[src/rtl/mole_spawner_if.sv]
// rtl/mole_spawner_if.sv - game-side signal bundle between random8/board I/O and mole_spawner
interface mole_spawner_if #(
    parameter int NUM_HOLES = 9
) ();
    logic                 enable;
    logic [7:0]           rand_data;
    logic                 hit;
    logic [3:0]           hit_hole;
    logic                 mole_valid;
    logic [3:0]           mole_hole;
    logic [NUM_HOLES-1:0] mole_onehot;
    logic                 hit_ok;
    logic                 miss;
    logic [7:0]           hits_count;
    logic [7:0]           miss_count;

    modport master (
        output enable, rand_data, hit, hit_hole,
        input  mole_valid, mole_hole, mole_onehot, hit_ok, miss, hits_count, miss_count
    );

    modport slave (
        input  enable, rand_data, hit, hit_hole,
        output mole_valid, mole_hole, mole_onehot, hit_ok, miss, hits_count, miss_count
    );
endinterface

[src/rtl/mole_spawner.sv]
// rtl/mole_spawner.sv - picks mole holes from random bytes, times up-time, judges hits and tallies
// Optional MOLE_WRONG_HIT_PENALTY_EN: a wrong-hole hit while a mole is up counts as a miss.
module mole_spawner #(
    parameter int NUM_HOLES = 9,
    parameter int TICK_DIV  = 50000,
    parameter int GAP_BASE  = 200,
    parameter int UP_BASE   = 400,
    parameter int MAX_TRIES = 16
) (
    input  logic          clock,
    input  logic          reset,
    mole_spawner_if.slave bus
);
    localparam int DIV_W = (TICK_DIV > 1) ? $clog2(TICK_DIV) : 1;

    typedef enum logic [1:0] {IDLE, GAP, PICK, UP} state_t;

    state_t               state_q, state_d;
    logic [DIV_W-1:0]     div_q, div_d;
    logic [11:0]          gap_q, gap_d;
    logic [11:0]          up_q, up_d;
    logic [7:0]           try_q, try_d;
    logic [3:0]           hole_q, hole_d;
    logic                 last_valid_q, last_valid_d;
    logic [7:0]           hits_q, hits_d;
    logic [7:0]           miss_cnt_q, miss_cnt_d;
    logic                 hit_ok_q, hit_ok_d;
    logic                 miss_q, miss_d;
    logic                 valid_q;
    logic [NUM_HOLES-1:0] onehot_q, onehot_d;

    logic        tick, accept, correct, wrong, timeout;
    logic [3:0]  h, forced_h;
    logic [11:0] new_gap;

    assign tick     = (state_q != IDLE) && (div_q == DIV_W'(TICK_DIV - 1));
    assign h        = bus.rand_data[3:0];
    assign accept   = ({1'b0, h} < 5'(NUM_HOLES)) && !(last_valid_q && (h == hole_q));
    assign forced_h = !last_valid_q                   ? 4'd0 :
                      (hole_q == 4'(NUM_HOLES - 1))   ? 4'd0 : hole_q + 4'd1;
    assign new_gap  = 12'(GAP_BASE) + {4'd0, bus.rand_data};
    // hole_q is always < NUM_HOLES, so an out-of-range hit_hole can never match
    assign correct  = bus.hit && (bus.hit_hole == hole_q);
    assign timeout  = tick && (up_q == 12'd0);
`ifdef MOLE_WRONG_HIT_PENALTY_EN
    assign wrong    = bus.hit && (bus.hit_hole != hole_q);
`else
    assign wrong    = 1'b0;
`endif

    always_comb begin
        state_d      = state_q;
        div_d        = '0;
        gap_d        = gap_q;
        up_d         = up_q;
        try_d        = try_q;
        hole_d       = hole_q;
        last_valid_d = last_valid_q;
        hits_d       = hits_q;
        miss_cnt_d   = miss_cnt_q;
        hit_ok_d     = 1'b0;
        miss_d       = 1'b0;
        if ((state_q != IDLE) && !tick) begin
            div_d = div_q + DIV_W'(1);
        end
        case (state_q)
            IDLE: begin
                if (bus.enable) begin
                    gap_d   = new_gap;
                    state_d = GAP;
                end
            end
            GAP: begin
                if (tick) begin
                    if (gap_q == 12'd0) begin
                        state_d = PICK;
                    end else begin
                        gap_d = gap_q - 12'd1;
                    end
                end
            end
            PICK: begin
                if (accept) begin
                    hole_d  = h;
                    up_d    = 12'(UP_BASE) + {4'd0, bus.rand_data[7:4], 4'd0};
                    try_d   = '0;
                    state_d = UP;
                end else if (try_q == 8'(MAX_TRIES - 1)) begin
                    hole_d  = forced_h;
                    up_d    = 12'(UP_BASE);
                    try_d   = '0;
                    state_d = UP;
                end else begin
                    try_d = try_q + 8'd1;
                end
            end
            default: begin
                last_valid_d = 1'b1;
                if (correct) begin
                    hit_ok_d = 1'b1;
                    if (hits_q != 8'hFF) hits_d = hits_q + 8'd1;
                    gap_d    = new_gap;
                    state_d  = GAP;
                end else begin
                    if (timeout) begin
                        gap_d   = new_gap;
                        state_d = GAP;
                    end else if (tick) begin
                        up_d = up_q - 12'd1;
                    end
                    // a wrong hit coinciding with timeout is still a single miss
                    if (timeout || wrong) begin
                        miss_d = 1'b1;
                        if (miss_cnt_q != 8'hFF) miss_cnt_d = miss_cnt_q + 8'd1;
                    end
                end
            end
        endcase
        if (!bus.enable) begin
            state_d    = IDLE;
            try_d      = '0;
            hole_d     = hole_q;
            hits_d     = hits_q;
            miss_cnt_d = miss_cnt_q;
            hit_ok_d   = 1'b0;
            miss_d     = 1'b0;
        end
    end

    always_comb begin
        onehot_d = '0;
        for (int i = 0; i < NUM_HOLES; i++) begin
            onehot_d[i] = (state_d == UP) && (hole_d == 4'(i));
        end
    end

    always_ff @(posedge clock) begin
        if (reset) begin
            state_q      <= IDLE;
            div_q        <= '0;
            gap_q        <= '0;
            up_q         <= '0;
            try_q        <= '0;
            hole_q       <= '0;
            last_valid_q <= 1'b0;
            hits_q       <= '0;
            miss_cnt_q   <= '0;
            hit_ok_q     <= 1'b0;
            miss_q       <= 1'b0;
            valid_q      <= 1'b0;
            onehot_q     <= '0;
        end else begin
            state_q      <= state_d;
            div_q        <= div_d;
            gap_q        <= gap_d;
            up_q         <= up_d;
            try_q        <= try_d;
            hole_q       <= hole_d;
            last_valid_q <= last_valid_d;
            hits_q       <= hits_d;
            miss_cnt_q   <= miss_cnt_d;
            hit_ok_q     <= hit_ok_d;
            miss_q       <= miss_d;
            valid_q      <= (state_d == UP);
            onehot_q     <= onehot_d;
        end
    end

    assign bus.mole_valid  = valid_q;
    assign bus.mole_hole   = hole_q;
    assign bus.mole_onehot = onehot_q;
    assign bus.hit_ok      = hit_ok_q;
    assign bus.miss        = miss_q;
    assign bus.hits_count  = hits_q;
    assign bus.miss_count  = miss_cnt_q;
endmodule

[src/flat_wrapper.sv]
// flat-port wrapper written by rule: the top's interface ports become plain ports
module mole_spawner_flat 
#(
    parameter int NUM_HOLES = 9,
    parameter int TICK_DIV  = 50000,
    parameter int GAP_BASE  = 200,
    parameter int UP_BASE   = 400,
    parameter int MAX_TRIES = 16
)
  (clock, reset, bus_enable, bus_rand_data, bus_hit, bus_hit_hole, bus_mole_valid, bus_mole_hole, bus_mole_onehot, bus_hit_ok, bus_miss, bus_hits_count, bus_miss_count);
  mole_spawner_if #(.NUM_HOLES(NUM_HOLES)) bus_i ();
  input  logic clock;
  input  logic reset;
  input wire logic [$bits(bus_i.enable)-1:0] bus_enable;
  input wire logic [$bits(bus_i.rand_data)-1:0] bus_rand_data;
  input wire logic [$bits(bus_i.hit)-1:0] bus_hit;
  input wire logic [$bits(bus_i.hit_hole)-1:0] bus_hit_hole;
  output wire logic [$bits(bus_i.mole_valid)-1:0] bus_mole_valid;
  output wire logic [$bits(bus_i.mole_hole)-1:0] bus_mole_hole;
  output wire logic [$bits(bus_i.mole_onehot)-1:0] bus_mole_onehot;
  output wire logic [$bits(bus_i.hit_ok)-1:0] bus_hit_ok;
  output wire logic [$bits(bus_i.miss)-1:0] bus_miss;
  output wire logic [$bits(bus_i.hits_count)-1:0] bus_hits_count;
  output wire logic [$bits(bus_i.miss_count)-1:0] bus_miss_count;
  assign bus_i.enable = bus_enable;
  assign bus_i.rand_data = bus_rand_data;
  assign bus_i.hit = bus_hit;
  assign bus_i.hit_hole = bus_hit_hole;
  assign bus_mole_valid = bus_i.mole_valid;
  assign bus_mole_hole = bus_i.mole_hole;
  assign bus_mole_onehot = bus_i.mole_onehot;
  assign bus_hit_ok = bus_i.hit_ok;
  assign bus_miss = bus_i.miss;
  assign bus_hits_count = bus_i.hits_count;
  assign bus_miss_count = bus_i.miss_count;
  mole_spawner #(.NUM_HOLES(NUM_HOLES), .TICK_DIV(TICK_DIV), .GAP_BASE(GAP_BASE), .UP_BASE(UP_BASE), .MAX_TRIES(MAX_TRIES)) u_core (.clock(clock), .reset(reset), .bus(bus_i));
endmodule
[config.mk]
export PLATFORM = sky130hd
export DESIGN_NAME = mole_spawner_flat
export DESIGN_NICKNAME = d
export VERILOG_FILES = /design/src/rtl/mole_spawner_if.sv /design/src/rtl/mole_spawner.sv /design/src/flat_wrapper.sv
export SDC_FILE = /design/constraint.sdc
export NUM_CORES = 1
export LEC_CHECK = 0
export BUFFER_PORTS_ARGS = -buffer_cell sky130_fd_sc_hd__clkbuf_2
export CORE_UTILIZATION = 25
export DETAILED_ROUTE_END_ITERATION = 16
export SYNTH_ARGS = -nofsm -noshare
export SYNTH_HDL_FRONTEND = slang
export SYNTH_SLANG_ARGS = --single-unit
[constraint.sdc]
create_clock -name clock -period 2.51 [get_ports clock]
set_clock_uncertainty 0.05 [all_clocks]
set_input_delay 0.3765 -clock clock [delete_from_list [all_inputs] [get_ports clock]]
set_output_delay 0.3765 -clock clock [all_outputs]
set_load 0.02 [all_outputs]
# After elaboration in Yosys (flattened, before gate mapping)
# Cells that the tools add are included.
# word_totals
regBits,83
output_inout_bits,32
inputBits,16
# op_classes
bitwise_logic,6
n_lt_le_gt_ge,1
n_reduce_logical,34
n_eq_ne,24
add_sub_neg,9
mux,30
# ops
cell,count
12-bit 2-to-1 mux,10
12-bit one-hot mux with 3 select lines,1
8-bit by 1-bit adder with 8-bit output (second input constant),3
12-bit zero test,2
4-bit 2-to-1 mux,6
12-bit one-hot mux with 2 select lines,1
12-bit by 1-bit subtractor with 12-bit output (second input constant),2
16-bit by 1-bit adder with 16-bit output (second input constant),1
16-bit equality test (second input constant),1
4-bit by 3-bit equality test with 1-bit output (second input constant),4
8-bit 2-to-1 mux,2
8-bit inequality test (second input constant),2
1-bit logical AND,15
5-bit AND reduction,3
2-bit 2-to-1 mux,7
9-bit by 8-bit adder with 10-bit output (first input constant),1
8-bit by 8-bit adder with 9-bit output (first input constant),1
4-bit by 2-bit equality test with 1-bit output (second input constant),2
4-bit equality test,2
4-bit equality test (second input constant),2
8-bit by 4-bit equality test with 1-bit output (second input constant),1
2-bit inequality test (second input constant),4
1-bit inverter,6
2-bit one-hot mux with 3 select lines,1
18 further kinds,24

# Depth between registers and ports, before layout
# Gate-level depths: netlist of the first run.
# logic_depth
depth_word,9
mapped_depth,10

# Worst setup path before layout of the first run
# Ideal clock, no wire load.
# synth_timing
path_type,register to register
from,"register u_core.hole_q[3], in the netlist u_core.bus.mole_hole[3]"
to,"register u_core.onehot_q[1], in the netlist u_core.bus.mole_onehot[1]"
t_required_ns,2.372
n_path_buf,1
path_stages_with_launch,8
setup_slack_ns,0.429
t_arrival_ns,1.943
cell_sequence,dfxtp_1 > buf_2 > xor2_1 > a21o_2 > o211ai_4 > and2_4 > a311o_4 > nor4b_2
# synth_between
elab_chain_cells,9
word_cells_on_any_way,21
cone_classes,1 x add/sub; 5 x eq/ne; 10 x mux; 5 x reduce/logical
# synth_rtl
element,line,text
start: declaration,mole_spawner.sv:23,"logic [3:0] hole_q, hole_d;"
start signal: assignment,mole_spawner.sv:158,hole_q <= hole_d;
4-bit by 1-bit adder with 4-bit output (tied with other cells),mole_spawner.sv:40,(hole_q == 4'(NUM_HOLES - 1)) ? 4'd0 : hole_q + 4'd1;
4-bit 2-to-1 mux or 1-bit logical AND (tied branches),"mole_spawner.sv:40, mole_spawner.sv:38",
4-bit 2-to-1 mux or 1-bit zero test (tied branches),"mole_spawner.sv:39, mole_spawner.sv:38",
4-bit 2-to-1 mux or 1-bit logical AND (tied branches),"mole_spawner.sv:88, mole_spawner.sv:38",
4-bit 2-to-1 mux or 2-bit 2-to-1 mux (tied branches),mole_spawner.sv:83,if (accept) begin
4-bit 2-to-1 mux or 2-bit one-hot mux with 3 select lines (tied branches),mole_spawner.sv:66,case (state_q)
4-bit 2-to-1 mux or 2-bit 2-to-1 mux (tied branches),mole_spawner.sv:119,if (!bus.enable) begin
4-bit by 1-bit equality test with 1-bit output or 2-bit equality test (tied branches),mole_spawner.sv:133,onehot_d[i] = (state_d == UP) && (hole_d == 4'(i));
1-bit logical AND (*),mole_spawner.sv:133,
end signal: assignment,mole_spawner.sv:165,onehot_q <= onehot_d;
end: declaration,mole_spawner.sv:30,"logic [NUM_HOLES-1:0] onehot_q, onehot_d;"
# Mark *: on every way between the ends. The rest lies on a longest branch, timed or not.
# A chain may end at the register's enable or synchronous reset.

# Final worst setup path of the first run
# layout_timing
from,register u_core.div_q[0]
to,register u_core.up_q[9]
# layout_between
elab_chain_cells,5
word_cells_on_any_way,6
cone_classes,2 x eq/ne; 4 x reduce/logical
# layout_rtl
element,line,text
start: declaration,mole_spawner.sv:19,"logic [DIV_W-1:0] div_q, div_d;"
start signal: assignment,mole_spawner.sv:154,div_q <= div_d;
16-bit equality test (*),mole_spawner.sv:36,assign tick = (state_q != IDLE) && (div_q == DIV_W'(TICK_DIV - 1));
1-bit logical AND (*),mole_spawner.sv:36,
1-bit logical AND,mole_spawner.sv:44,assign timeout = tick && (up_q == 12'd0);
2-bit inequality test (no source line),n/a,
5-bit AND reduction (no source line) (*),n/a,
end signal: assignment,mole_spawner.sv:156,up_q <= up_d;
end: declaration,mole_spawner.sv:21,"logic [11:0] up_q, up_d;"
# Marks and branches as above.

==> results of run 1 <==
[final cells by class]
cell class / instances / area (µm²) / area share
clock buffer: 12 / 246 / 0.0449
clock inverter: 4 / 26.3 / 0.00478
inverter: 15 / 56.3 / 0.0102
multi-input combinational: 418 / 2820 / 0.513
sequential: 83 / 1660 / 0.302
tap: 229 / 287 / 0.0521
timing repair buffer: 69 / 400 / 0.0729
[cells by family (layout without fill, tap and decap cells)]
family	Yosys count	count (layout)	synth area share
AO/OA/AOI/OAI	112	112	0.179
buffers and inverters	38	100	0.0359
adder cells (fa/ha/maj)	11	11	0.0297
AND/OR/NAND/NOR	252	252	0.310
multiplexers	8	8	0.0178
flip-flops	83	83	0.359
XOR/XNOR	35	35	0.0694
[where the power goes]
| group | switching (mW) | internal (mW) | total, mW |
|---|---|---|---|
| logic | 0.170 | 0.102 | 0.272 |
| registers | 0.0165 | 1.33 | 1.35 |
| clock network | 0.538 | 0.696 | 1.23 |
| total | 0.725 | 2.13 | 2.86 |
[worst paths after layout]
path	start	to	slack [ns]	cells after the start
hold / removal	reset	u_core.bus.mole_hole[3]	0.35	2
setup reg to reg	u_core.div_q[0]	u_core.up_q[9]	0.21	7
setup / recovery	u_core.div_q[0]	u_core.up_q[9]	0.21	7
hold reg to reg	u_core.div_q[0]	u_core.div_q[0]	0.42	1
[stage by stage]
step	setup slack (ns)	utilization	hold WS [ns]	power [mW]	area, µm²
6_report	0.210	0.304	0.346	2.86	5500
3_3_place_gp	0.111	0.288	0.399	1.65	5210
2_1_floorplan	0.429	-	0.380	1.55	4630
3_5_place_dp	0.0902	0.288	0.410	1.65	5210
4_1_cts	0.0734	0.303	0.331	2.89	5480
5_1_grt	0.000850	0.304	0.353	2.99	5500
[worst max-delay path: stages (launching register included)]
cell     delay [ns]
dfxtp_1        0.37
ha_1           0.22
and3_1         0.29
nand4_4        0.18
a211o_1        0.36
nor2_1         0.30
nand4_1        0.15
a32o_1         0.27
[per-layer routing]
metal,vias up,part of all wire,wire [µm],track usage
li1,2084,-,-,-
met1,1860,0.51,5780,0.178
met2,91,0.42,4820,0.183
met3,14,0.060,681,0.0364
met4,0,0.014,165,0.0378
met5,-,0,0,0
[sequential cells by signal, summed over array words and instances, names as in the netlist, 2 cells and up]
signal and count:
u_core.bus.hits_count 8, u_core.bus.miss_count 8, u_core.bus.mole_hole 4, u_core.bus.mole_onehot 9, u_core.div_q 16, u_core.gap_q 12
u_core.state_q 2, u_core.try_q 8, u_core.up_q 12
[timing repair]
item                                    4_1_cts  5_1_grt
endpoints found under the setup margin        0       16
gates resized for setup                       0        3
setup buffers                                 0        0
[layout by cell type (no fill, tap or decap), types with 9 or more instances in the layout]
cell,instances
clkbuf_16,9
nand2b_1,9
nand4_1,12
o21ai_0,17
dfxtp_1,83
nand3_1,20
inv_1,15
buf_4,22
and3_1,16
xor2_1,21
xnor2_1,12
nor4_1,11
ha_1,11
a21oi_1,30
clkbuf_2,47
nor3_1,11
nor2_1,68
nand2_1,48
==> results.json, run 1 <==
{
  "grt_overflow": 0,
  "fin_nets": 623,
  "place.gp.congestion": 0.803,
  "detail-route-antenna-nets": 0,
  "worstSetupPathType": "reg2reg",
  "fin_cells": 830,
  "async_reset_ff_frac": 0,
  "grt_pass1_vias": 3814,
  "period_minus_slack_ns": 2.30,
  "die_h_um": 138,
  "status": "complete, but fails checks",
  "finalCritPeriodShare": 0.916,
  "synth_top_area_cell": "dfxtp_1",
  "insertion_delay_ns": 0.35,
  "synth_area_leaders": "dfxtp_1, nor2_1, xor2_1",
  "finalWirelength_um": 11400,
  "syn_nets": 566,
  "maxSlewViolCount": 0,
  "dieArea_um2": 19100,
  "synth_area_um2": 4630,
  "cts_inserted_buffers": 9,
  "cap_violations": 0,
  "drive_above_1_share": 0.211,
  "finalSetupViolCount": 0,
  "synth_cell_types": 82,
  "n_fill_cell": 1896,
  "hold_viol_final": 0,
  "ys.flop_type": "dfxtp_1",
  "cts_tree": "built",
  "post_synth.cell_area_avg_um2": 8.60,
  "relSlewSlack": 0.531,
  "holdCritPathClass": "in2reg",
  "power_density_nw_per_um2": 520,
  "leakage_nw": 2.15,
  "hpwlAfterDp_um": 8500,
  "yosysWarnings": 0,
  "cp.arrival_ns": 2.49,
  "holdBufCountCts": 0,
  "root_buffer": "clkbuf_16",
  "htreeDepth": 3,
  "core_area_um2": 18100,
  "antenna_found_initial": 0,
  "crit_fanout": 8,
  "drt-initial-drc-count": 309,
  "violations": "design-rule violations",
  "clkTransAtPathRegs_ns": 0.06,
  "fin_tns_setup_ns": 0,
  "viasPerCell": 4.88,
  "grt_pass1_wl_um": 19300,
  "postSynthCellCount": 539,
  "clockBufferDepth": 2,
  "dp_cells": 814,
  "row_count": 49,
  "vias": 4049,
  "die_w_um": 138,
  "synth_edf_count": 0,
  "initial_core_util": 0.256,
  "yosysSeqAreaShare": 0.359,
  "crit_path_end_kind": "register",
  "dr.pass1.iters": 13,
  "wire_per_inst_um": 13.8,
  "diodes": 0,
  "portBuffers": 47,
  "synth_top_cells_by_count": "dfxtp_1, nor2_1, nand2_1",
  "drc": 6,
  "grt_max_degree": 23,
  "synth_seq_cells": 83,
  "yosys.area.top_type_share": 0.359,
  "syn_to_final_growth_pct": 18.6,
  "rsz0062_at_grt": "false",
  "yosysMostFrequentCell": "dfxtp_1",
  "cp_data_required_time_ns": 2.70,
  "max_slew.worst_pin.slew_ns": 0.704,
  "ir_worst_vdd_mv": 0.285,
  "cp-start-kind": "register",
  "pin_count": 48,
  "clock-sinks": 83,
  "groute.usage.overall": 0.126,
  "fmax_mhz": 435
}
Power figures use the tool's default switching activity.
==> run 2, diff against run 1 <==
==> constraint.sdc (replaced) <==
create_clock -name clock -period 2.1 [get_ports clock]
set_clock_uncertainty 0.05 [all_clocks]
set_input_delay 0.315 -clock clock [delete_from_list [all_inputs] [get_ports clock]]
set_output_delay 0.315 -clock clock [all_outputs]
set_load 0.02 [all_outputs]
==> run 2 against run 1 <==
The flow still finishes with violations (design-rule violations). Non-clock buffer count increased by 79. Cell count rose by 9.5%. Clock-buffer cell count shrank 2. Cell area up 17%. Sequential power is 20% higher. Register-to-register slack got worse by 0.21 ns. Die area unchanged. Flip-flop and latch count is the same. Worst hold slack improved by 0.058 ns. Global-route usage increased by 0.77 points. Combinational power is 56% higher.
==> results.json, run 2 (synthesis results as in run 1) <==
{
  "crit_path_end_kind": "register",
  "layout_common_cells": "buf_4, dfxtp_1, nor2_1, nand2_1, clkbuf_2",
  "wire_per_inst_um": 14.3,
  "leakage_nw": 2.63,
  "row_count": 49,
  "top_register": "u_core.div_q",
  "largest_reg_flops": 16,
  "cp.arrival_ns": 2.29,
  "drt-initial-drc-count": 336,
  "cpPeakStageDelay_ns": 0.35,
  "grt_pass1_wl_um": 20600,
  "path_cells": "ha_4, and4b_1, a21o_2, buf_6, o211ai_4, a221oi_2, nand3b_1, nor4b_2",
  "drive_above_1_share": 0.357,
  "clockBufferDepth": 2,
  "grt_pass1_vias": 4132,
  "diodes": 0,
  "n_fill_cell": 1830,
  "clock-sinks": 83,
  "cp-start-kind": "register",
  "htreeDepth": 3,
  "core_area_um2": 18100,
  "cts_tree": "built",
  "fmax_mhz": 477,
  "fin_tns_setup_ns": 0,
  "finalPower_mw": 3.73,
  "status": "complete, but fails checks",
  "maxSlewViolCount": 0,
  "worstSetupPathType": "reg2reg",
  "drc": 6,
  "holdCritPathClass": "in2reg",
  "finalSetupViolCount": 0,
  "violations": "design-rule violations",
  "die_w_um": 138,
  "detailedPlace.worstSlack_ns": -0.124,
  "max_slew.worst_pin.slew_ns": 0.690,
  "fin_nets": 703,
  "cts_inserted_buffers": 9,
  "cap_violations": 0,
  "detail-route-antenna-nets": 0,
  "fin_util": 0.354,
  "hold_viol_final": 0,
  "syn_to_final_growth_pct": 38.2,
  "vias": 4482,
  "rsz0062_at_grt": "true",
  "cp_data_required_time_ns": 2.30,
  "relSlewSlack": 0.540,
  "portBuffers": 47,
  "die_h_um": 138,
  "reg.largest.list": "u_core.div_q (16), u_core.gap_q (12), u_core.up_q (12)",
  "dieArea_um2": 19100,
  "crit_fanout": 4,
  "root_buffer": "clkbuf_16",
  "final_common_cell": "buf_4",
  "period_minus_slack_ns": 2.10,
  "holdBufCountCts": 0,
  "ir_worst_vdd_mv": 0.401,
  "setup_ws_ns": 0.00413,
  "antenna_found_initial": 0,
  "crit_slowest_cell": "nor4b_2",
  "dr.pass1.iters": 11,
  "finalWirelength_um": 13000,
  "place.gp.congestion": 0.856,
  "finalCritPeriodShare": 0.998,
  "insertion_delay_ns": 0.34,
  "clkTransAtPathRegs_ns": 0.06,
  "grt_max_degree": 23,
  "pin_count": 48,
  "power_density_nw_per_um2": 583,
  "hpwlAfterDp_um": 9320,
  "initial_core_util": 0.256,
  "groute.usage.overall": 0.133,
  "grt_overflow": 0,
  "viasPerCell": 4.93
}
[run 2: cell count changes in the layout (fill, tap and decap cells not counted), moves of 3 or more]
cell,before,now
nor4_1,11,5
dfxtp_1,83,73
o21ai_1,3,9
buf_6,0,3
dfxtp_2,0,10
o21ai_0,17,11
nor4_2,1,6
nor2_1,68,65
buf_4,22,94
[run 2: what timing repair did]
action,4_1_cts,5_1_grt
setup buffers,2,6
gates resized for setup,12,44
cloned,0,4
setup endpoints to repair,25,41
pin swaps,4,17
[run 2: final cells by class]
type | instances | area, µm² | area share
Timing Repair Buffer | 148 | 1050 | 0.164
Multi-Input combinational cell | 419 | 3020 | 0.472
Clock inverter | 5 | 77.6 | 0.0121
Tap cell | 229 | 287 | 0.0447
Inverter | 15 | 56.3 | 0.00879
Clock buffer | 10 | 239 | 0.0373
Sequential cell | 83 | 1670 | 0.261
[run 2: routing by layer]
metal | vias to the layer above | routed length (µm) | share of wire | track usage
met5 | - | 0 | 0 | 0
li1 | 2238 | - | - | -
met2 | 106 | 6000 | 0.46 | 0.213
met1 | 2127 | 6200 | 0.48 | 0.180
met3 | 11 | 629 | 0.049 | 0.0305
met4 | 0 | 124 | 0.0096 | 0.0361
[run 2: critical path: cells and delay by family, from the launching register on]
| kind | cells | cell delay, ns |
|---|---|---|
| buffers and inverters | 1 | 0.12 |
| DFF | 1 | 0.34 |
| and+or+nand+nor | 3 | 0.86 |
| adders and majority gates | 1 | 0.16 |
| AOI/OAI and AO/OA | 3 | 0.48 |
[run 2: final timing paths]
check	from	endpoint	slack (ns)	cells after the start
setup / recovery	u_core.try_q[0]	u_core.bus.mole_onehot[7]	0.004	8
hold / removal	bus_rand_data[2]	u_core.gap_q[2]	0.40	4
setup reg to reg	u_core.try_q[0]	u_core.bus.mole_onehot[7]	0.004	8
hold reg to reg	u_core.gap_q[1]	u_core.gap_q[1]	0.44	2
[run 2: report_power, final]
group	total (mW)	internal [mW]	leakage (nW)	switching, mW
combinational	0.423	0.193	1.80	0.231
clock	1.70	1.06	0.154	0.633
sequential	1.62	1.60	0.675	0.0199
[run 2: per-stage QoR]
| step | cells | hold slack [ns] | area [µm²] |
|---|---|---|---|
| floorplan | 539 | 0.380 | 4630 |
| detailed placement | 882 | 0.421 | 5730 |
| finish | 909 | 0.404 | 6410 |
| global route | 909 | 0.440 | 6410 |
| global placement | 882 | 0.422 | 5730 |
| CTS | 899 | 0.397 | 6110 |
==> run 3, diff against run 2 <==
--- a/config.mk
+++ b/config.mk
@@ -8,6 +8,7 @@
 export BUFFER_PORTS_ARGS = -buffer_cell sky130_fd_sc_hd__clkbuf_2
 export CORE_UTILIZATION = 25
 export DETAILED_ROUTE_END_ITERATION = 16
+export MAX_ROUTING_LAYER = met4
 export SYNTH_ARGS = -nofsm -noshare
 export SYNTH_HDL_FRONTEND = slang
 export SYNTH_SLANG_ARGS = --single-unit
==> run 3 against run 2 <==
The flow still finishes with violations (design-rule violations). Critical path depth is the same. Global-route usage rose by 0.43 points. Clock power barely moved. Combinational power about the same. Cell count stayed put. Flip-flop and latch count is the same. Critical endpoint unchanged. Largest cell class unchanged. Highest routed layer unchanged.
==> results.json, run 3 (synthesis results as in run 1) <==
{
  "drt-initial-drc-count": 318,
  "cp-start-kind": "register",
  "syn_to_final_growth_pct": 38.2,
  "insertion_delay_ns": 0.34,
  "max_slew.worst_pin.slew_ns": 0.693,
  "ir_worst_vdd_mv": 0.401,
  "violations": "design-rule violations",
  "hpwlAfterDp_um": 9320,
  "die_h_um": 138,
  "finalSetupViolCount": 0,
  "grt_overflow": 0,
  "drive_above_1_share": 0.357,
  "relSlewSlack": 0.538,
  "cp.arrival_ns": 2.30,
  "detail-route-antenna-nets": 0,
  "htreeDepth": 3,
  "row_count": 49,
  "place.gp.congestion": 0.869,
  "holdCritPathClass": "in2reg",
  "largest_reg_flops": 16,
  "dieArea_um2": 19100,
  "layout_common_cells": "buf_4, dfxtp_1, nor2_1, nand2_1, clkbuf_2",
  "cp_data_required_time_ns": 2.30,
  "worstSetupPathType": "reg2reg",
  "clock-sinks": 83,
  "crit_path_end_kind": "register",
  "viasPerCell": 4.92,
  "crit_fanout": 4,
  "root_buffer": "clkbuf_16",
  "final_common_cell": "buf_4",
  "clkTransAtPathRegs_ns": 0.06,
  "hold_viol_final": 0,
  "top_register": "u_core.div_q",
  "wire_per_inst_um": 14.3,
  "portBuffers": 47,
  "detailedPlace.worstSlack_ns": -0.124,
  "grt_pass1_wl_um": 20600,
  "core_area_um2": 18100,
  "fmax_mhz": 477,
  "fin_nets": 703,
  "reg.largest.list": "u_core.div_q (16), u_core.gap_q (12), u_core.up_q (12)",
  "antenna_found_initial": 0,
  "fin_util": 0.354,
  "finalPower_mw": 3.74,
  "cap_violations": 0,
  "groute.usage.overall": 0.138,
  "finalCritPeriodShare": 0.999,
  "finalWirelength_um": 13000,
  "grt_max_degree": 23,
  "drc": 6,
  "pin_count": 48,
  "grt_pass1_vias": 4134,
  "setup_ws_ns": 0.00262,
  "diodes": 0,
  "vias": 4474,
  "power_density_nw_per_um2": 583,
  "cts_tree": "built",
  "leakage_nw": 2.63,
  "cts_inserted_buffers": 9,
  "status": "complete, but fails checks",
  "period_minus_slack_ns": 2.10,
  "clockBufferDepth": 2,
  "rsz0062_at_grt": "true",
  "maxSlewViolCount": 0,
  "initial_core_util": 0.256,
  "die_w_um": 138,
  "dr.pass1.iters": 10
}
==> run 3: path summary, 6_finish.rpt <==
check / startpoint / endpoint / slack (ns) / cells after the start
worst min-delay path: bus_rand_data[2] / u_core.gap_q[2] / 0.40 / 4
worst min register to register: u_core.gap_q[1] / u_core.gap_q[1] / 0.44 / 2
worst max register to register: u_core.try_q[0] / u_core.bus.mole_onehot[7] / 0.003 / 8
worst max-delay path: u_core.try_q[0] / u_core.bus.mole_onehot[7] / 0.003 / 8
==> run 3: per-layer routing <==
metal  up-vias  track usage  part of all wire
met5         -            -                 0
met4         0       0.0361            0.0097
met3        11       0.0287             0.043
met2        95        0.213              0.46
met1      2134        0.182              0.48
li1       2234            -                 -
==> run 3: timing repair <==
| item | CTS | global route |
|---|---|---|
| setup endpoints to repair | 25 | 41 |
| hold buffers | 0 | 0 |
| endpoints found under the hold margin | 0 | 0 |
| pin swaps | 4 | 17 |
| gates resized for setup | 12 | 44 |
| buffers inserted | 2 | 6 |
| gates cloned | 0 | 4 |
==> run 3: cell type report <==
class	instances	area, µm²
Sequential cell	83	1670
Fill cell	1830	11700
Clock inverter	5	77.6
Multi-Input combinational cell	419	3020
Inverter	15	56.3
Timing Repair Buffer	148	1050
Clock buffer	10	239
Tap cell	229	287
==> run 3: through the flow <==
step                hold slack [ns]  setup TNS [ns]  std cells  area [µm²]
floorplan                     0.380               0        539        4630
global placement              0.422          -0.643        882        5730
detailed placement            0.421           -1.21        882        5730
CTS                           0.397         -0.0578        899        6110
global route                  0.440          -0.688        909        6410
finish                        0.403               0        909        6410
==> run 3: critical path: stages (launching register included) <==
cell      delay, ns
dfxtp_2        0.34
ha_4           0.16
and4b_1        0.20
a21o_2         0.21
buf_6          0.12
o211ai_4       0.18
a221oi_2       0.09
nand3b_1       0.32
nor4b_2        0.35
==> run 3: where the power goes <==
part           switching [mW]  internal, mW  total, mW
clock network           0.635          1.06       1.70
logic                   0.231         0.193      0.424
registers              0.0200          1.60       1.62
